[config.mk]
export PLATFORM = sky130hd
export DESIGN_NAME = pong_match_fsm
export DESIGN_NICKNAME = d
export VERILOG_FILES = /design/src/rtl/pong_match_fsm.sv
export SDC_FILE = /design/constraint.sdc
export NUM_CORES = 1
export LEC_CHECK = 0
export CAP_MARGIN = 15
export CELL_PAD_IN_SITES_DETAIL_PLACEMENT = 2
export CELL_PAD_IN_SITES_GLOBAL_PLACEMENT = 2
export CORE_UTILIZATION = 33
export CTS_CLUSTER_SIZE = 10
export DETAILED_ROUTE_END_ITERATION = 16
export HOLD_SLACK_MARGIN = 0.06
export PLACE_DENSITY_LB_ADDON = 0.1
export SYNTH_ARGS = -nofsm -noshare
export SYNTH_HDL_FRONTEND = slang
export SYNTH_SLANG_ARGS = --single-unit
[constraint.sdc]
create_clock -name clk -period 7.6 [get_ports clk]
set_input_delay 0.76 -clock clk [delete_from_list [all_inputs] [get_ports clk]]
set_output_delay 0.76 -clock clk [all_outputs]
set_load 0.1 [all_outputs]
[src/rtl/pong_match_fsm.sv]
// Pong match controller: game FSM, score counters, serve countdown, winner and serve direction.
// Optional pause mode is built only when PONG_PAUSE_EN is defined.
module pong_match_fsm #(
  parameter int SCORE_W     = 4,
  parameter int WIN_SCORE   = 9,
  parameter int WIN_MARGIN  = 1,
  parameter int SERVE_TICKS = 60,
  parameter int CNT_W       = 8
) (
  input  logic               clk,
  input  logic               rst,
  input  logic               timing_tick,
  input  logic               start,
  input  logic               restart,
  input  logic               pause_btn,
  input  logic               point_p1,
  input  logic               point_p2,
  output logic [2:0]         state,
  output logic [SCORE_W-1:0] player1_score,
  output logic [SCORE_W-1:0] player2_score,
  output logic [1:0]         winner,
  output logic               serve_dir,
  output logic               ball_en,
  output logic [CNT_W-1:0]   countdown
);

  typedef enum logic [2:0] {
    ST_MENU  = 3'd0,
    ST_SERVE = 3'd1,
    ST_PLAY  = 3'd2,
    ST_OVER  = 3'd3,
    ST_PAUSE = 3'd4
  } state_t;

  state_t             r_state, w_state_nx;
  logic [SCORE_W-1:0] r_p1, r_p2, w_p1_nx, w_p2_nx;
  logic [1:0]         r_winner, w_winner_nx;
  logic               r_serve_dir, w_serve_dir_nx;
  logic               r_ball_en;
  logic [CNT_W-1:0]   r_countdown, w_cd_nx;
  logic               r_start_q, r_restart_q;
  logic               w_start_edge, w_restart_edge;
  logic [SCORE_W-1:0] w_p1_inc, w_p2_inc;
  logic               w_p1_win, w_p2_win;

`ifdef PONG_PAUSE_EN
  logic   r_pause_q, w_pause_edge;
  state_t r_saved, w_saved_nx;
  assign w_pause_edge = pause_btn & ~r_pause_q;
`else
  logic w_unused_pause;
  assign w_unused_pause = pause_btn;
`endif

  function automatic logic [SCORE_W-1:0] sat_inc(input logic [SCORE_W-1:0] s, input logic inc);
    if (inc && (s != {SCORE_W{1'b1}}))
      return s + SCORE_W'(1);
    return s;
  endfunction

  function automatic logic wins(input logic [SCORE_W-1:0] me, input logic [SCORE_W-1:0] opp);
    return (32'(me) >= 32'(WIN_SCORE)) && (32'(me) >= 32'(opp) + 32'(WIN_MARGIN));
  endfunction

  assign w_start_edge   = start & ~r_start_q;
  assign w_restart_edge = restart & ~r_restart_q;
  assign w_p1_inc       = sat_inc(r_p1, point_p1);
  assign w_p2_inc       = sat_inc(r_p2, point_p2);
  assign w_p1_win       = wins(w_p1_inc, w_p2_inc);
  assign w_p2_win       = wins(w_p2_inc, w_p1_inc);

  always_comb begin
    w_state_nx     = r_state;
    w_p1_nx        = r_p1;
    w_p2_nx        = r_p2;
    w_winner_nx    = r_winner;
    w_serve_dir_nx = r_serve_dir;
    w_cd_nx        = r_countdown;
`ifdef PONG_PAUSE_EN
    w_saved_nx     = r_saved;
`endif
    case (r_state)
      ST_MENU: begin
        if (w_start_edge) begin
          w_p1_nx        = '0;
          w_p2_nx        = '0;
          w_winner_nx    = 2'd0;
          w_serve_dir_nx = 1'b1;
          w_cd_nx        = CNT_W'(SERVE_TICKS);
          w_state_nx     = ST_SERVE;
        end
      end
      ST_SERVE: begin
`ifdef PONG_PAUSE_EN
        if (w_pause_edge) begin
          w_saved_nx = ST_SERVE;
          w_state_nx = ST_PAUSE;
        end else
`endif
        if (timing_tick) begin
          // A stray zero count still launches rather than wrapping round
          if (r_countdown <= CNT_W'(1)) begin
            w_cd_nx    = '0;
            w_state_nx = ST_PLAY;
          end else begin
            w_cd_nx = r_countdown - CNT_W'(1);
          end
        end
      end
      ST_PLAY: begin
        if (point_p1 || point_p2) begin
          w_p1_nx = w_p1_inc;
          w_p2_nx = w_p2_inc;
          if (w_p1_win) begin
            w_winner_nx = 2'd1;
            w_state_nx  = ST_OVER;
          end else if (w_p2_win) begin
            w_winner_nx = 2'd2;
            w_state_nx  = ST_OVER;
          end else begin
            w_cd_nx    = CNT_W'(SERVE_TICKS);
            w_state_nx = ST_SERVE;
            // Serve toward whoever conceded; a shared point keeps the direction
            if (point_p1 && !point_p2)
              w_serve_dir_nx = 1'b1;
            else if (point_p2 && !point_p1)
              w_serve_dir_nx = 1'b0;
          end
        end
`ifdef PONG_PAUSE_EN
        else if (w_pause_edge) begin
          w_saved_nx = ST_PLAY;
          w_state_nx = ST_PAUSE;
        end
`endif
      end
      ST_OVER: begin
        if (w_restart_edge)
          w_state_nx = ST_MENU;
      end
`ifdef PONG_PAUSE_EN
      ST_PAUSE: begin
        if (w_pause_edge)
          w_state_nx = r_saved;
        else if (w_restart_edge)
          w_state_nx = ST_MENU;
      end
`endif
      default: w_state_nx = ST_MENU;
    endcase
  end

  always_ff @(posedge clk) begin
    if (rst) begin
      r_state     <= ST_MENU;
      r_p1        <= '0;
      r_p2        <= '0;
      r_winner    <= 2'd0;
      r_serve_dir <= 1'b1;
      r_ball_en   <= 1'b0;
      r_countdown <= '0;
      r_start_q   <= 1'b0;
      r_restart_q <= 1'b0;
`ifdef PONG_PAUSE_EN
      r_pause_q   <= 1'b0;
      r_saved     <= ST_MENU;
`endif
    end else begin
      r_state     <= w_state_nx;
      r_p1        <= w_p1_nx;
      r_p2        <= w_p2_nx;
      r_winner    <= w_winner_nx;
      r_serve_dir <= w_serve_dir_nx;
      r_ball_en   <= (w_state_nx == ST_PLAY);
      r_countdown <= w_cd_nx;
      r_start_q   <= start;
      r_restart_q <= restart;
`ifdef PONG_PAUSE_EN
      r_pause_q   <= pause_btn;
      r_saved     <= w_saved_nx;
`endif
    end
  end

  assign state         = r_state;
  assign player1_score = r_p1;
  assign player2_score = r_p2;
  assign winner        = r_winner;
  assign serve_dir     = r_serve_dir;
  assign ball_en       = r_ball_en;
  assign countdown     = r_countdown;

endmodule

==> results by group, run 1 <==
Yosys
  • Syn Nets: around 250
  • Post-synth top flop: dfxtp_1
  • Synth Cell Area: ~1800 um^2
  • Share of the synthesized area in the top cell type: around 28%
  • Syn Area/Cell: between 7 and 8 um^2
  • Post-synth top cells: nor2_1 (27), dfxtp_1 (25), a21oi_1 (19), nand2_1 (17), ha_1 (12)
  • Top post-synthesis cells by area: dfxtp_1 (28%), ha_1 (8.4%), nor2_1 (5.7%)
  • Synth Warn #: 0
  • #FFs+latches synth: 25
  • Distinct cells, synth: 55
  • Asr flop ratio synth: 0%
  • Yosys top cell by area: dfxtp_1
  • Seq/Total Area, Yosys: 28.09%
  • Post-synth EDFFs: 0
  • Syn Inst Count: ~230
  • Count leader, synth: nor2_1

Global routing
  • GR Overflow Total: 0
  • Overall global routing resource usage: ~19%
  • Initial antenna violation count: 0
  • Vias in the first global route: ~1800
  • First-pass GRT wire length: roughly 8.5 mm
  • Largest net degree at the start of global routing: 24

Die
  • Die area: ~5700 um^2
  • Core ar.: 5140 um^2
  • FP Rows: 26
  • Initial Util: 34.66%
  • Die height: between 70 and 80 um
  • IO Pins: 31
  • Die Span X: around 75 um

Drt
  • Vias/cell: around 5.5
  • Drt first pass iters: 2
  • Final WL: approximately 5.3 mm
  • DR iter-0 viols: 51
  • Drc violations: 0
  • Antenna Violating Nets Remaining: 0
  • Vias: 1761
  • Wire length per cell: between 15 and 20 um

Placement
  • Port Buf Inserts: 29
  • RD Place Congestion: ~0.75
  • DPL Wire Length: between 4 and 5 mm

Critical path
  • Crit-path slowest cell: clkdlybuf4s50_1
  • WP data required: ~7700 ps
  • CP arrival: 4310 ps
  • Critical-path cell list: clkdlybuf4s50_1 > inv_1 > nor3b_1 > nor2_1 > nor2_1 > xnor2_1 > ha_1 > nand2_1 > o21ai_0 > a21oi_1 > a2111o_1 > o221ai_2 > o21bai_1 > a21oi_1
  • Worst setup EP type: register
  • Crit path buf inv count: 2
  • WS Path Type: in2reg
  • Max Fanout on Critical Path: 13
  • CP peak stage delay: around 690 ps
  • Crit path launch type: input pin
  • Top delay family on crit path: compound AO/OA/AOI/OAI gates

Clock tree
  • Post-CTS setup buffers: 0
  • Total CTS buffers: 3
  • CTS clk-pin slew, worst paths: approximately 90 ps
  • H-tree levels: 1
  • CTS tree: yes
  • Post-CTS sizing: 0
  • Cts hold-fix bufs: 0
  • # clock sinks: 25
  • Root buf cell: clkbuf_8
  • Clock latency reported for the late side of the worst-skew pair: 280 ps
  • Clock Path Buffers: 2

Layout
  • Area taken by multi-input logic gates: between 1000 and 1500 um^2
  • Layout area overhead: 21.49%
  • Share of cells above drive strength 1: 6.000%
  • Fillcell total: approximately 640
  • # nets final: roughly 270
  • Register Area: 500.5 um^2
  • Layout Utilization: a little over two fifths
  • Ant diodes: 0

STA
  • Max Slew Vio Count: 0
  • Fmax achieved: approximately 240 MHz
  • RSZ-0062 raised after global routing: no
  • Minimum clock period: 4192 ps
  • Period utilisation layout: 55.15%
  • Worst-margin pin slew: around 980 ps
  • Setup Skew: 9.784 ps
  • Final setup fails: 0
  • Hold_ws: roughly 500 ps
  • Relative slew margins: 34.62%
  • Hold Vio Cnt, Final: 0
  • Setup TNS Final: 0 ps

Pwr
  • Static leakage: 0.0008134 uW
  • Pwr Density: about 130 nW/um^2
  • Worst vdd ir: 0.00005837 V

Job
  • Max_cap viols: 0

Run status
  • Status: finished clean

Min path
  • Worst hold path class: reg2reg
## stage by stage
stage / setup slack (ps) / total power, uW / cells / cell area, um^2
global route: 3135 / 289.3 / 320 / 2165
finish: 3408 / 275.6 / 320 / 2165
global placement: 3185 / 192.4 / 316 / 2116
floorplan: 3583 / 179.4 / 226 / 1782
CTS: 3393 / 279.5 / 320 / 2165
detailed placement: 3105 / 194.0 / 316 / 2116
## logic make-up after synthesis
logic type                 share of synthesized area, %
DFF                                               28.09
muxes                                             2.388
buffers and inverters                             4.775
adders and majority gates                         8.427
and+or+nand+nor                                   28.37
other                                            0.2105
xor gates and xnor gates                          2.949
AOI/OAI and AO/OA                                 24.79
## power breakdown
group | internal [uW] | leakage, uW | switching (uW)
sequential | 134 | 0.000203 | 3.02
clock | 37.3 | 0.0000217 | 47.9
combinational | 16.4 | 0.000589 | 37.4
## tightest hold or removal path: stages (launching register included)
cell and delay (ps):
dfxtp_1 330, o21ai_1 70, a21oi_1 60
## cell type report
| class | instances | area share [%] |
|---|---|---|
| Tap cell | 70 | 4.046 |
| Clock buffer | 3 | 1.908 |
| Timing Repair Buffer | 30 | 13.76 |
| Inverter | 9 | 1.561 |
| Sequential cell | 25 | 23.12 |
| Clock inverter | 1 | 0.3468 |
| Multi-Input combinational cell | 182 | 55.26 |
## cell usage in the layout (no fill, tap or decap), drive strengths merged, types with 5 or more instances in the layout
cell | netlist | routed
nor2 | 27 | 27
nor2b | 6 | 6
nand3 | 8 | 8
o21ai | 8 | 8
ha | 12 | 12
nor3b | 5 | 5
a22oi | 6 | 6
nand2 | 17 | 17
clkdlybuf4s50 | 0 | 29
dfxtp | 25 | 25
inv | 9 | 9
nor3 | 11 | 11
a21oi | 19 | 19
## per-layer routing
metal | up-vias | global-route usage (%) | wire (um)
li1 | 867 | - | -
met3 | 4 | 1.587 | 75
met4 | 0 | 3.704 | 26
met2 | 15 | 35.81 | 2736
met1 | 875 | 24.46 | 2485
met5 | - | 0 | 0
## registers in the layout, summed over array words and instances, names as in the netlist
signal / cells
r_restart_q: 1
r_start_q: 1
winner: 2
player2_score: 4
state: 3
player1_score: 4
ball_en: 1
countdown: 8
serve_dir: 1
## final timing paths
kind | depth (start not counted) | to | start | slack (ps)
min reg2reg | 2 | countdown[5] | countdown[5] | 510
max | 14 | countdown[3] | point_p1 | 3410
max reg2reg | 13 | countdown[1] | player2_score[0] | 3790
min | 2 | countdown[5] | countdown[5] | 510
No activity file was read; power rests on OpenSTA's default activity.
==> inputs of run 2 (changes only) <==
CORE_UTILIZATION = 27   (was 33)
clock period = 3.4 ns   (was 7.6 ns; I/O delays follow)
==> results by group, run 2 (synthesized netlist as in run 1, its figures left out) <==
Placement
  • Port Buf Inserts: 29
  • Placed inst area: 2397 um^2
  • RD Place Congestion: between 0.7 and 0.8
  • Place WS: -283.2 ps
  • DPL Wire Length: approximately 4.5 mm

Clock tree
  • Cts hold-fix bufs: 0
  • Clock Path Buffers: 2
  • Total CTS buffers: 3
  • CTS tree: yes
  • Root buf cell: clkbuf_8
  • Clock latency reported for the late side of the worst-skew pair: 270 ps
  • H-tree levels: 1
  • CTS clk-pin slew, worst paths: ~90 ps
  • # clock sinks: 25

Layout
  • Final instance area: ~2500 um^2
  • Layout Utilization: about two fifths
  • Share of cells above drive strength 1: about 22%
  • Max FFs per register: 8
  • Ant diodes: 0
  • Most frequent cells in the layout: buf_4 (34), clkdlybuf4s50_1 (27), nor2_1 (26)
  • Layout area overhead: 40.31%
  • Most common cell after layout, fill and taps aside: buf_4
  • # nets final: ~300

STA
  • Worst-margin pin slew: a little under 1000 ps
  • Fmax achieved: between 300 and 400 MHz
  • Period utilisation layout: between 90% and 100%
  • RSZ-0062 raised after global routing: no
  • Final setup fails: 0
  • Setup TNS Final: 0 ps
  • Minimum clock period: 3218 ps
  • Max Slew Vio Count: 0
  • Hold Vio Cnt, Final: 0
  • Setup WS post-layout: 181.9 ps
  • Relative slew margins: 34.94%
  • Setup Skew: ~3.8 ps

Drt
  • Wire length per cell: roughly 16 um
  • Drt first pass iters: 4
  • Antenna Violating Nets Remaining: 0
  • Final WL: between 5 and 6 mm
  • Metal3 WL: ~130 um
  • WL met1: ~2.9 mm
  • Vias/cell: approximately 5.3
  • DR iter-0 viols: 37
  • Top sig layer: met4
  • Drc violations: 0
  • Wire length on met2: 2.719 mm
  • Vias: around 1900

Run status
  • Status: finished clean

Critical path
  • Critical Path Start: player2_score[1]
  • Reg-to-reg critical path startpoint: player2_score[1]
  • CP arrival: between 3000 and 4000 ps
  • Worst setup EP type: register
  • Crit path launch type: register
  • WP data required: around 3600 ps
  • Max Fanout on Critical Path: 7
  • WS Path Type: reg2reg

Pwr
  • Sw Pwr: between 150 and 200 uW
  • Sequential power share: around half
  • Clock power frac: ~30%
  • Logic pwr share: between 20% and 30%
  • Pwr Density: roughly 250 nW/um^2
  • Worst vdd ir: 0.0001343 V
  • Internal power: between 400 and 500 uW
  • Switching share of power: between 30% and 40%
  • Static leakage: 0.001012 uW

Die
  • Initial Util: ~28%
  • IO Pins: 31
  • Core ar.: 6350 um^2
  • Die Span X: roughly 83 um
  • Die area: between 6000 and 7000 um^2
  • Die height: roughly 83 um
  • FP Rows: 29

Global routing
  • Vias in the first global route: approximately 2100
  • GR Overflow Total: 0
  • Largest net degree at the start of global routing: 24
  • First-pass GRT wire length: about 10 mm
  • Overall global routing resource usage: about 18%
  • Initial antenna violation count: 0

Job
  • Max_cap viols: 0

Min path
  • HP Start: countdown[5]
  • Worst hold path class: reg2reg
==> run 2: layout make-up <==
| type | instances | area [um^2] |
|---|---|---|
| fillers | 749 | 3850 |
| multi-input cells | 182 | 1254 |
| repair buffers | 63 | 550.5 |
| flip-flops and latches | 25 | 520.5 |
| well taps | 77 | 96.34 |
| clock buffers | 4 | 45.04 |
| inverters | 9 | 33.78 |
==> run 2: stage by stage <==
| step | hold WS, ps | std cells | total power (uW) |
|---|---|---|---|
| 2_1_floorplan | 411.6 | 226 | 397.7 |
| 3_5_place_dp | 498.9 | 355 | 438.3 |
| 3_3_place_gp | 490.6 | 355 | 436.1 |
| 5_1_grt | 541.4 | 360 | 650.3 |
| 4_1_cts | 515.3 | 359 | 627.9 |
| 6_report | 503.1 | 360 | 616.5 |
==> run 2: final timing paths <==
kind | to | slack (ps) | depth (start not counted)
setup / recovery | countdown[1] | 180 | 13
hold / removal | countdown[5] | 500 | 2
setup reg to reg | countdown[1] | 180 | 13
hold reg to reg | countdown[5] | 500 | 2
==> run 2: layer usage <==
metal	up-vias	global-route usage, %
met3	2	2.684
met2	26	30.70
met1	926	23.78
li1	937	-
met4	0	2.351
met5	-	0
==> run 2: worst max-delay path: stages (launching register included) <==
cell and delay [ps]:
dfxtp_4 400, ha_4 160, nand3_1 140, nand2_2 120
mux2_2 360, xor2_1 170, ha_1 280, nand2_1 70
o21ai_1 70, a21o_1 230, o311ai_4 300, o221ai_4 190
or4_1 500, a21oi_1 140
==> run 2: power by group through the flow <==
| stage | sequential (uW) | clock (uW) | combinational (uW) |
|---|---|---|---|
| after floorplan | 338 | 0 | 60.2 |
| after global placement | 308 | 0 | 128 |
| after detailed placement | 308 | 0 | 130 |
| after CTS | 301 | 195 | 131 |
| after global routing | 303 | 202 | 146 |
| final | 301 | 183 | 132 |
==> run 2: repair_timing <==
item | in CTS | in global routing
setup buffers | 0 | 1
gates resized for setup | 1 | 10
endpoints found under the setup margin | 7 | 10
pin swaps | 0 | 3
==> inputs of run 3 (changes only) <==
HOLD_SLACK_MARGIN = 0.15   (was 0.06)
RECOVER_POWER = 100   (was default)
==> results by group, run 3 (synthesized netlist as in run 1, its figures left out) <==
Run status
  • Status: finished clean

STA
  • Final setup fails: 0
  • Max Slew Vio Count: 0
  • Setup Skew: just over 4 ps
  • Relative slew margins: about 30%
  • Minimum clock period: between 3000 and 4000 ps
  • Worst-margin pin slew: 1048 ps
  • Fmax achieved: ~310 MHz
  • Setup TNS Final: 0 ps
  • Setup WS post-layout: ~190 ps
  • RSZ-0062 raised after global routing: no
  • Period utilisation layout: approximately 94%
  • Hold Vio Cnt, Final: 0

Critical path
  • Worst setup EP type: register
  • WP data required: approximately 3600 ps
  • Top delay family on crit path: compound AO/OA/AOI/OAI gates
  • R2r setup slk: 190 ps
  • CP peak stage delay: ~500 ps
  • CP arrival: around 3400 ps
  • Crit-path slowest cell: or4_1
  • Crit path launch type: register
  • Crit path buf inv count: 0
  • Critical-path cell list: ha_4 > nand3_1 > nand2_2 > mux2_2 > xor2_1 > ha_1 > nand2_1 > o21ai_1 > a21o_1 > o311ai_4 > o221ai_4 > or4_1 > a21oi_1
  • WS Path Type: reg2reg
  • Max Fanout on Critical Path: 7

Die
  • Die Span X: between 80 and 90 um
  • Initial Util: 28.06%
  • Die height: around 83 um
  • FP Rows: 29
  • Die area: around 6900 um^2
  • IO Pins: 31
  • Core ar.: approximately 6300 um^2

Layout
  • # nets final: 304
  • Most common cell after layout, fill and taps aside: buf_4
  • Final instance area: between 2000 and 2500 um^2
  • Ant diodes: 0
  • Max FFs per register: 8
  • Layout area overhead: 39.05%
  • Share of cells above drive strength 1: 20.49%
  • Most frequent cells in the layout: buf_4 (31), nor2_1 (26), dlygate4sd3_1 (24)
  • Fillcell total: 750

Placement
  • DPL Wire Length: between 4 and 5 mm
  • Placed inst area: 2397 um^2
  • Port Buf Inserts: 29
  • RD Place Congestion: roughly 0.75
  • Place WS: -283.2 ps

Clock tree
  • Root buf cell: clkbuf_8
  • CTS tree: yes
  • Clock Path Buffers: 2
  • CTS clk-pin slew, worst paths: approximately 90 ps
  • H-tree levels: 1
  • Total CTS buffers: 3
  • Clock latency reported for the late side of the worst-skew pair: 270 ps
  • Cts hold-fix bufs: 0
  • # clock sinks: 25

Global routing
  • Largest net degree at the start of global routing: 24
  • Initial antenna violation count: 0
  • Met3 usage: approximately 2.7%
  • GR Util met2: between 30% and 40%
  • Overall global routing resource usage: between 10% and 20%
  • GR Overflow Total: 0
  • Busiest grt layer: met2
  • Vias in the first global route: roughly 2100
  • GR Layer Usage met1: approximately a quarter
  • First-pass GRT wire length: approximately 10 mm

Pwr
  • Static leakage: 0.001067 uW
  • Worst vdd ir: 0.0001341 V
  • Total power: approximately 600 uW
  • Pwr Density: approximately 250 nW/um^2

Drt
  • Wire length per cell: approximately 16 um
  • Antenna Violating Nets Remaining: 0
  • DR iter-0 viols: 37
  • Vias: 1881
  • Drc violations: 0
  • Drt first pass iters: 4
  • Final WL: roughly 5.7 mm
  • Vias/cell: ~5.2

Min path
  • Worst hold path class: reg2reg

Job
  • Max_cap viols: 0
[run 3: cell count changes in the layout (fill, tap and decap cells not counted), sizes merged]
cell,change
dlygate4sd3,+24
dlymetal6s2s,-1
clkdlybuf4s50,-24
clkbuf,+4
buf,-3
[run 3: tightest hold or removal path: stages, from the launching register on]
cell and delay, ps:
dfxtp_1 330, o21ai_1 70, a21oi_1 60
[run 3: routing by layer]
metal | share of wire [%] | routed length [um]
met2 | 47 | 2717
met1 | 50 | 2880
met3 | 2.1 | 119
met5 | 0 | 0
met4 | 0.30 | 17
[run 3: worst paths after layout]
kind / from / endpoint / depth (start not counted)
worst max register to register: player2_score[1] / countdown[1] / 13
worst min register to register: countdown[5] / countdown[5] / 2
worst min-delay path: countdown[5] / countdown[5] / 2
worst max-delay path: player2_score[1] / countdown[1] / 13
[run 3: repair_timing]
| item | 4_1_cts | 5_1_grt |
|---|---|---|
| cloned | 0 | 0 |
| setup buffers | 0 | 1 |
| resized for setup | 1 | 10 |
| pin swaps | 0 | 3 |
| endpoints found under the setup margin | 7 | 10 |
[run 3: power by group]
group / internal, uW / switching [uW]
registers: 295 / 5.92
clock network: 84.0 / 98.8
logic: 41.3 / 86.3
[run 3: layout make-up]
| type | instances | area (um^2) | share of cell area [%] |
|---|---|---|---|
| multi-input cells | 182 | 1244 | 50.20 |
| repair buffers | 63 | 538.0 | 21.72 |
| flip-flops and latches | 25 | 520.5 | 21.01 |
| well taps | 77 | 96.34 | 3.889 |
| clock buffers | 4 | 45.04 | 1.818 |
| inverters | 9 | 33.78 | 1.364 |
[run 3: stage by stage]
stage / hold slack [ps] / utilization [%] / instances
after floorplan: 411.6 / - / 226
after global placement: 490.6 / 37.75 / 355
after detailed placement: 498.9 / 37.75 / 355
after CTS: 515.3 / 38.64 / 359
after global routing: 538.7 / 39.01 / 360
final: 499.8 / 39.01 / 360
